$ cat src/rtl/pcpi_div_pkg.sv
// rtl/pcpi_div_pkg.sv - shared types and decode constants for the PCPI divider
package pcpi_div_pkg;

  typedef enum logic [1:0] {
    ST_IDLE,
    ST_LOAD,
    ST_RUN,
    ST_FINISH
  } state_e;

  typedef enum logic [1:0] {
    OP_DIV,
    OP_DIVU,
    OP_REM,
    OP_REMU
  } op_e;

  localparam logic [6:0] OPCODE_OP     = 7'b0110011;
  localparam logic [6:0] FUNCT7_MULDIV = 7'b0000001;
  localparam logic [2:0] FUNCT3_DIV    = 3'b100;
  localparam logic [2:0] FUNCT3_DIVU   = 3'b101;
  localparam logic [2:0] FUNCT3_REM    = 3'b110;
  localparam logic [2:0] FUNCT3_REMU   = 3'b111;

  function automatic op_e decode_op(input logic [2:0] funct3);
    case (funct3)
      FUNCT3_DIVU: return OP_DIVU;
      FUNCT3_REM:  return OP_REM;
      FUNCT3_REMU: return OP_REMU;
      default:     return OP_DIV;
    endcase
  endfunction

endpackage

$ cat src/rtl/pcpi_div_step.sv
// rtl/pcpi_div_step.sv - STEPS_PER_CYCLE restoring division steps, MSB first
// Remainder starts as the dividend magnitude; quotient bits are set in place.
module pcpi_div_step #(
  parameter int XLEN            = 32,
  parameter int STEPS_PER_CYCLE = 1,
  parameter int CW              = 6
) (
  input  logic [XLEN-1:0] rem_i,
  input  logic [XLEN-1:0] div_i,
  input  logic [XLEN-1:0] quo_i,
  input  logic [CW-1:0]   cnt_i,
  output logic [XLEN-1:0] rem_o,
  output logic [XLEN-1:0] quo_o
);
  localparam int IW = $clog2(XLEN);

  logic [XLEN-1:0] r;
  logic [XLEN-1:0] q;
  logic [XLEN:0]   diff;
  logic [IW-1:0]   bi;

  always_comb begin
    r    = rem_i;
    q    = quo_i;
    diff = '0;
    bi   = '0;
    for (int j = 0; j < STEPS_PER_CYCLE; j++) begin
      bi   = IW'(int'(cnt_i) * STEPS_PER_CYCLE - 1 - j);
      // (r >> bi) >= div  <=>  div << bi fits under r without losing bits
      diff = {1'b0, r >> bi} - {1'b0, div_i};
      if (!diff[XLEN]) begin
        r     = r - (div_i << bi);
        q[bi] = 1'b1;
      end
    end
    rem_o = r;
    quo_o = q;
  end

endmodule

$ cat src/rtl/pcpi_div_param.sv
// rtl/pcpi_div_param.sv - PCPI DIV/DIVU/REM/REMU co-processor, XLEN wide, STEPS_PER_CYCLE bits/clock
// Optional operand/result cache enabled by PCPI_DIV_RESULT_CACHE_EN.
module pcpi_div_param
  import pcpi_div_pkg::*;
#(
  parameter int XLEN            = 32,
  parameter int STEPS_PER_CYCLE = 1
) (
  input  logic            clk,
  input  logic            reset,
  input  logic            pcpi_valid,
  input  logic [31:0]     pcpi_insn,
  input  logic [XLEN-1:0] pcpi_rs1,
  input  logic [XLEN-1:0] pcpi_rs2,
  output logic            pcpi_wr,
  output logic [XLEN-1:0] pcpi_rd,
  output logic            pcpi_wait,
  output logic            pcpi_ready
);
  localparam int N  = XLEN / STEPS_PER_CYCLE;
  localparam int CW = $clog2(N + 1);

  state_e          state_q;
  op_e             op_q;
  logic [XLEN-1:0] rem_q, dvs_q, quo_q;
  logic [XLEN-1:0] rem_d, quo_d;
  logic [CW-1:0]   cnt_q;
  logic            outsign_q;
  logic            wr_q, wait_q, ready_q;
  logic [XLEN-1:0] rd_q;

  logic            insn_match, is_signed, is_rem;
  logic            rs1_neg, rs2_neg, outsign_d;
  logic [XLEN-1:0] abs_rs1, abs_rs2, res_mag;
  logic            unused_insn;

  assign insn_match = pcpi_valid && !ready_q
                   && (pcpi_insn[6:0] == OPCODE_OP)
                   && (pcpi_insn[31:25] == FUNCT7_MULDIV)
                   && pcpi_insn[14];
  assign is_signed  = (op_q == OP_DIV) || (op_q == OP_REM);
  assign is_rem     = (op_q == OP_REM) || (op_q == OP_REMU);
  assign rs1_neg    = is_signed && pcpi_rs1[XLEN-1];
  assign rs2_neg    = is_signed && pcpi_rs2[XLEN-1];
  assign abs_rs1    = rs1_neg ? -pcpi_rs1 : pcpi_rs1;
  assign abs_rs2    = rs2_neg ? -pcpi_rs2 : pcpi_rs2;
  assign outsign_d  = is_rem ? rs1_neg : (rs1_neg ^ rs2_neg);
  assign res_mag    = is_rem ? rem_q : quo_q;
  assign unused_insn = ^{pcpi_insn[24:15], pcpi_insn[11:7]};

`ifdef PCPI_DIV_RESULT_CACHE_EN
  logic            cache_valid_q, cache_wr_q, cache_signed_q, cache_hit;
  logic [XLEN-1:0] cache_rs1_q, cache_rs2_q, cache_quo_q, cache_rem_q;

  assign cache_hit = cache_valid_q && (cache_rs1_q == pcpi_rs1)
                  && (cache_rs2_q == pcpi_rs2) && (cache_signed_q == is_signed);
`endif

  pcpi_div_step #(
    .XLEN           (XLEN),
    .STEPS_PER_CYCLE(STEPS_PER_CYCLE),
    .CW             (CW)
  ) u_step (
    .rem_i(rem_q),
    .div_i(dvs_q),
    .quo_i(quo_q),
    .cnt_i(cnt_q),
    .rem_o(rem_d),
    .quo_o(quo_d)
  );

  always_ff @(posedge clk or posedge reset) begin
    if (reset) begin
      state_q   <= ST_IDLE;
      op_q      <= OP_DIV;
      rem_q     <= '0;
      dvs_q     <= '0;
      quo_q     <= '0;
      cnt_q     <= '0;
      outsign_q <= 1'b0;
      wr_q      <= 1'b0;
      wait_q    <= 1'b0;
      ready_q   <= 1'b0;
      rd_q      <= '0;
`ifdef PCPI_DIV_RESULT_CACHE_EN
      cache_valid_q  <= 1'b0;
      cache_wr_q     <= 1'b0;
      cache_signed_q <= 1'b0;
      cache_rs1_q    <= '0;
      cache_rs2_q    <= '0;
      cache_quo_q    <= '0;
      cache_rem_q    <= '0;
`endif
    end else begin
      wr_q    <= 1'b0;
      ready_q <= 1'b0;
      rd_q    <= '0;
      case (state_q)
        ST_IDLE: begin
          if (insn_match) begin
            op_q    <= decode_op(pcpi_insn[14:12]);
            wait_q  <= 1'b1;
            state_q <= ST_LOAD;
          end
        end
        ST_LOAD: begin
`ifdef PCPI_DIV_RESULT_CACHE_EN
          cache_wr_q <= 1'b0;
`endif
          if (!pcpi_valid) begin
            wait_q  <= 1'b0;
            state_q <= ST_IDLE;
          end else if (pcpi_rs2 == '0) begin
            // Encode the divide-by-zero answer so FINISH needs no special case
            quo_q     <= '1;
            rem_q     <= pcpi_rs1;
            outsign_q <= 1'b0;
            state_q   <= ST_FINISH;
`ifdef PCPI_DIV_RESULT_CACHE_EN
          end else if (cache_hit) begin
            quo_q     <= cache_quo_q;
            rem_q     <= cache_rem_q;
            outsign_q <= outsign_d;
            state_q   <= ST_FINISH;
`endif
          end else begin
            rem_q     <= abs_rs1;
            dvs_q     <= abs_rs2;
            quo_q     <= '0;
            cnt_q     <= CW'(N);
            outsign_q <= outsign_d;
            state_q   <= ST_RUN;
`ifdef PCPI_DIV_RESULT_CACHE_EN
            cache_wr_q <= 1'b1;
`endif
          end
        end
        ST_RUN: begin
          if (!pcpi_valid) begin
            wait_q  <= 1'b0;
            state_q <= ST_IDLE;
`ifdef PCPI_DIV_RESULT_CACHE_EN
            cache_wr_q <= 1'b0;
`endif
          end else begin
            rem_q <= rem_d;
            quo_q <= quo_d;
            cnt_q <= cnt_q - CW'(1);
            if (cnt_q == CW'(1)) state_q <= ST_FINISH;
          end
        end
        ST_FINISH: begin
          wr_q    <= 1'b1;
          ready_q <= 1'b1;
          wait_q  <= 1'b0;
          rd_q    <= outsign_q ? -res_mag : res_mag;
          state_q <= ST_IDLE;
`ifdef PCPI_DIV_RESULT_CACHE_EN
          cache_wr_q <= 1'b0;
          if (cache_wr_q) begin
            cache_valid_q  <= 1'b1;
            cache_rs1_q    <= pcpi_rs1;
            cache_rs2_q    <= pcpi_rs2;
            cache_signed_q <= is_signed;
            cache_quo_q    <= quo_q;
            cache_rem_q    <= rem_q;
          end
`endif
        end
        default: state_q <= ST_IDLE;
      endcase
    end
  end

  assign pcpi_wr    = wr_q;
  assign pcpi_rd    = rd_q;
  assign pcpi_wait  = wait_q;
  assign pcpi_ready = ready_q;

endmodule
$ cat config.mk
export PLATFORM = sky130hd
export DESIGN_NAME = pcpi_div_param
export DESIGN_NICKNAME = d
export VERILOG_FILES = /design/src/rtl/pcpi_div_pkg.sv /design/src/rtl/pcpi_div_step.sv /design/src/rtl/pcpi_div_param.sv
export SDC_FILE = /design/constraint.sdc
export NUM_CORES = 1
export LEC_CHECK = 0
export ABC_CLOCK_PERIOD_IN_PS = 14550
export BUFFER_PORTS_ARGS = -buffer_cell sky130_fd_sc_hd__buf_4
export CAP_MARGIN = 20
export CORE_MARGIN = 2
export CORE_UTILIZATION = 60
export CTS_CLUSTER_SIZE = 8
export DETAILED_ROUTE_END_ITERATION = 6
export PLACE_DENSITY_LB_ADDON = 0.2
export SETUP_SLACK_MARGIN = 0.2
export SLEW_MARGIN = 20
export SYNTH_ARGS = -nofsm -noshare
export SYNTH_HDL_FRONTEND = slang
export SYNTH_SLANG_ARGS = --single-unit
$ cat constraint.sdc
create_clock -name clk -period 14.55 [get_ports clk]
set_clock_uncertainty 0.2 [all_clocks]
set_input_delay 1.455 -clock clk [delete_from_list [all_inputs] [get_ports clk]]
set_output_delay 1.455 -clock clk [all_outputs]
set_load 0.02 [all_outputs]
# Yosys cells after proc, flatten, opt, wreduce, memory -nomap -nowiden
# Cells that the tools add are included.
# totals
input_bits,99
regBits,141
output_inout_bits,35
wordCells,98
# op_classes
mux,34
n_eq_ne,18
n_addsub,7
reduce_logical,22
shift,2
n_bitwise,3
order_cmp,2
# ops
operator,n
two-way mux 32 bit,13
one-hot mux 32 bit (2 select lines),2
negation 32 bit,3
subtractor 32 x 32 -> 33 bit,1
zero test 32 bit,1
OR 32 bit,1
<< shifter 32 x 5 -> 32 bit,1
right shift 32 x 5 -> 32 bit,1
subtractor 32 bit,1
two-way mux 6 bit,3
"inequality test 2 bit, second input constant",6
one-hot mux 6 bit (2 select lines),1
"equality test 3 bit, second input constant",3
"equality test 2 bit, second input constant",4
two-way mux 2 bit,4
one-hot mux 2 bit (4 select lines),1
AND reduction 2 bit,4
AND reduction 4 bit,2
"equality test 7 x 1 -> 1 bit, second input constant",1
"equality test 7 x 6 -> 1 bit, second input constant",1
logical AND 1 bit,7
two-way mux 1 bit,7
"equality test 6 x 1 -> 1 bit, second input constant",1
"less-than comparator 5 x 6 -> 1 bit, second input constant",1
other kinds (16),18

# Logic depth before layout (Yosys ltp)
# depth
depth_word,9
mapped_depth,29
depth_no_buf,21

# By module
# From an unflattened synthesis, not the netlist that was laid out.
# hier_totals
hier_cells,1820
area_unflattened_um2,14402.6
# by_module_without_submodules
mod,cells_each,seq_area_each_um2,area_per_inst_um2,n_inst
pcpi_div_param,934,3528.4,8251.7,1
pcpi_div_step,886,0.0,6150.9,1

# Worst setup path after synthesis
# OpenSTA, ideal clock, no wires.
# synth_path
kind,register -> register
from,register cnt_q[0]
to,register rem_q[31]
arrival_time_ns,6.203
path_slack_ns,8.043
setup_time_ns,0.104
path_stages_with_launch,28
required_time_ns,14.246
synth_period_minus_slack_ns,6.507
n_path_buf,8
cell_sequence,dfrtp_1 > buf_2 > buf_2 > clkinv_1 > clkbuf_1 > ha_1 > buf_2 > buf_2 > clkbuf_1 > clkbuf_1 > clkbuf_1 > mux4_2 > nand2_1 > nand2_1 > nand2_1 > o21ai_0 > a22oi_1 > ha_1 > a211oi_1 > o21ai_0 > a221oi_1 > nand4_1 > a221oi_1 > a21oi_1 > a21o_1 > a311oi_1 > mux2i_1 > a221oi_1
# synth_between
elab_chain_cells,6
word_cells_on_any_way,10
cone_classes,3 x add/sub; 1 x eq/ne; 2 x shift; 3 x mux; 1 x reduce/logical
# synth_rtl
item,line,text
"start, declared",pcpi_div_param.sv:27,logic [CW-1:0] cnt_q;
"start signal, assigned",pcpi_div_param.sv:130,cnt_q <= CW'(N);
"start signal, assigned",pcpi_div_param.sv:148,cnt_q <= cnt_q - CW'(1);
subtractor 5 x 1 -> 5 bit (*),pcpi_div_step.sv:28,bi = IW'(int'(cnt_i) * STEPS_PER_CYCLE - 1 - j);
<< shifter 32 x 5 -> 32 bit,pcpi_div_step.sv:32,r = r - (div_i << bi);
subtractor 32 bit,pcpi_div_step.sv:32,
two-way mux 32 bit,pcpi_div_step.sv:31,if (!diff[XLEN]) begin
two-way mux 32 bit,pcpi_div_param.sv:139,if (!pcpi_valid) begin
one-hot mux 32 bit (2 select lines),pcpi_div_param.sv:98,case (state_q)
"end signal, assigned",pcpi_div_param.sv:116,rem_q <= pcpi_rs1;
"end signal, assigned",pcpi_div_param.sv:127,rem_q <= abs_rs1;
"end signal, assigned",pcpi_div_param.sv:146,rem_q <= rem_d;
"end, declared",pcpi_div_param.sv:25,"logic [XLEN-1:0] rem_q, dvs_q, quo_q;"
# Every way passes the cells marked *; elsewhere a longest branch is shown, timed or not. The select of a mux whose other input is x is not followed.
# A chain may end at the register's enable or synchronous reset.

# Worst setup path in the final report
# Same ends and word-level chain as after synthesis.

==> flow_metrics.py <==
metrics = {
    "floorplanning": {
        "initial_core_util_pct": 60.7,
        "die_w_um": 155,
        "coreArea_um2": 22400,
        "row_count": 55,
        "dieArea_um2": 23900,
        "die_h_um": 155,
        "io_pins": 134,
    },
    "logic_synthesis": {
        "synth_compound_area_share_pct": 20.9,
        "ys_warn_count": 0,
        "synth-edff-count": 0,
        "synth_cell_types": 73,
        "ys_seq_area_share_pct": 25.9,
        "synthAdderAreaFrac_pct": 7.04,
        "synthSimpleGateAreaFrac_pct": 22.3,
        "ys_async_sr_fraction_pct": 100,
        "syn_avg_cell_area_um2": 7.76,
        "ys.flop_type": "dfrtp_1",
        "synth_top_family_by_area": "simple AND/OR/NAND/NOR gates",
        "ys_seq_elements": 141,
        "synth.area.mux_share_pct": 11.9,
        "synth_cells": 1753,
        "synth_xor_area_share_pct": 7.01,
        "syn_nets": 1928,
        "synthesis.area_um2": 13600,
    },
    "global_routing": {
        "antenna_found_initial": 1,
        "grt_pass1_wl_um": 66700,
        "grt_use_total_pct": 35.3,
        "met2_usage_pct": 57.8,
        "grt_max_degree": 96,
        "gr-max-usage-layer": "met2",
        "use_met3_pct": 5.27,
        "met1_usage_pct": 48.0,
        "grt_pass1_vias": 12200,
        "overflow": 0,
    },
    "setup_path": {
        "cp_common_cell": "a221oi_1",
        "cp-startpoint": "cnt_q[0]",
        "critPathSlowestCell": "buf_4",
        "rr_startpoint": "cnt_q[0]",
        "arrival_ps": 7250,
        "cp_max_fo": 82,
        "reg2reg_depth": 19,
        "cp-end-kind": "register",
        "critPathLaunchType": "register",
        "crit_path_cell_trace": "clkinv_1 > ha_2 > buf_4 > mux2_2 > a22o_1 > nand2_1 > o21ai_0 > a22oi_1 > ha_1 > a211oi_1 > o21ai_0 > a221oi_1 > a21oi_1 > a221oi_1 > a21oi_1 > a21o_1 > a311oi_1 > mux2i_1 > a221oi_1",
        "critical-path-max-stage-delay_ps": 760,
        "worstPathRequired_ps": 14620,
        "crit_type": "reg2reg",
    },
    "cts": {
        "ctsResizeCount": 0,
        "worst_skew_pair.late_latency_ps": 450,
        "clockBufferDepth": 2,
        "cts_setup_buffers": 0,
        "ctsHoldBuffers": 0,
        "h-tree-depth": 4,
        "cts-buffers-inserted": 17,
        "clock_sinks": 141,
        "cts_tree": "done",
        "cts-root-buf": "clkbuf_16",
        "clk_pin_slew_ps": 80,
    },
    "place": {
        "post-dp-hpwl_um": 31200,
        "io_buffer_count": 118,
        "gp_congestion": 0.977,
    },
    "route": {
        "drc": 0,
        "wl_um": 41700,
        "drt.antenna.violating_nets": 0,
        "avgRoutedWirePerCell_um": 19.8,
        "vias_per_cell": 6.34,
        "drtIter0Drc": 1158,
        "dr_total_vias": 13300,
        "first_pass_iters": 6,
    },
    "status": {
        "status": "finished clean",
    },
    "sta": {
        "setup_viol": 0,
        "hold_ws_ps": 303,
        "period_needed_ps": 7180,
        "maxSlewViolCount": 0,
        "hold_viol": 0,
        "rsz0062_at_grt": "false",
        "max_slew.worst_pin.slew_ps": 1010,
        "slew_headroom_pct": 31.9,
        "fin_setup_tns_ps": 0,
        "fmax_ghz": 0.139,
        "fin_crit_sh_pct": 49.4,
    },
    "cells_and_area": {
        "nets": 1978,
        "final_layout_size_suffix_gt1_share_pct": 13.9,
        "fill_cells": 1942,
        "syn_to_final_growth_pct": 12.0,
        "diodes": 0,
    },
    "hold_path": {
        "min_path_type": "reg2reg",
        "hold_depth": 2,
        "min_from": "quo_q[30]",
    },
    "job": {
        "max_cap_violations": 0,
    },
}
-- Yosys cell counts, types with 22 or more instances --
master / number / share of area, %
xor2_1: 45 / 2.9
nand2_1: 228 / 6.3
nand3_1: 40 / 1.5
nor3_1: 43 / 1.6
dfrtp_1: 141 / 26
a21oi_1: 163 / 6.0
nor2_1: 204 / 5.6
mux2i_1: 61 / 4.5
xnor2_1: 64 / 4.1
ha_1: 75 / 6.9
buf_2: 22 / 0.81
inv_1: 58 / 1.6
o21ai_0: 161 / 5.9
clkbuf_1: 63 / 1.7
mux4_2: 35 / 5.8
and2_1: 33 / 1.5
-- registers in the layout, indices dropped and copies added, names as in the netlist --
register and cells:
cnt_q 6, dvs_q 32, op_q 2, outsign_q 1, pcpi_rd 32, pcpi_ready 1, pcpi_wait 1, quo_q 32
rem_q 32, state_q 2
-- placed cells by master (no fill, tap or decap), types with 57 or more instances in the layout --
master / Yosys / layout
a21oi_1: 163 / 163
ha_1: 75 / 73
buf_4: 4 / 136
dfrtp_1: 141 / 139
nor2_1: 204 / 203
o21ai_0: 161 / 161
inv_1: 58 / 57
xnor2_1: 64 / 59
nand2_1: 228 / 228
mux2i_1: 61 / 61
-- area by class of cell --
cell class / instances / area [um^2] / share of cell area [%]
Clock inverter: 14 / 153 / 1.00
Timing Repair Buffer: 136 / 1020 / 6.70
Multi-Input combinational cell: 1448 / 9530 / 62.5
Clock buffer: 18 / 429 / 2.81
Tap cell: 285 / 357 / 2.34
Sequential cell: 141 / 3530 / 23.2
Inverter: 59 / 226 / 1.49
-- critical path: cells and delay by family (launching register included) --
kind | cells | cell delay, ps
AOI/OAI and AO/OA | 12 | 3140
adders and majority gates | 2 | 1020
buffers and inverters | 2 | 1460
DFF | 1 | 370
muxes | 2 | 670
and+or+nand+nor | 1 | 120
-- path summary, 6_finish.rpt --
kind	end	slack [ps]
min	quo_q[30]	300
max reg2reg	rem_q[31]	7370
max	rem_q[31]	7370
min reg2reg	quo_q[30]	300
min in group asynchronous	pcpi_rd[23]	970
max in group asynchronous	dvs_q[31]	11930
-- per-stage QoR --
| step | util [%] | cells | setup WS [ps] | area, um^2 |
|---|---|---|---|---|
| 3_5_place_dp | 65.3 | 2069 | 7560 | 14700 |
| 5_1_grt | 68.0 | 2101 | 6800 | 15200 |
| 6_report | 68.0 | 2101 | 7370 | 15200 |
| 2_1_floorplan | - | 1753 | 8040 | 13600 |
| 4_1_cts | 67.9 | 2101 | 7520 | 15200 |
| 3_3_place_gp | 65.3 | 2069 | 7660 | 14700 |
-- kinds of logic after synthesis --
kind of cell / after synthesis
AND/OR/NAND/NOR: 663
AO/OA/AOI/OAI: 484
buffers and inverters: 164
flip-flops: 141
multiplexers: 116
XOR/XNOR: 109
adder cells (fa/ha/maj): 76
-- per-layer routing --
| metal | vias up | routed length, um |
|---|---|---|
| li1 | 6330 | - |
| met1 | 6310 | 17400 |
| met2 | 572 | 19300 |
| met3 | 106 | 3340 |
| met4 | 0 | 1570 |
| met5 | - | 0 |
Power is left out: the tool's default activity adds up to more than one toggle a clock period on the data nets, which glitch-free logic cannot reach.
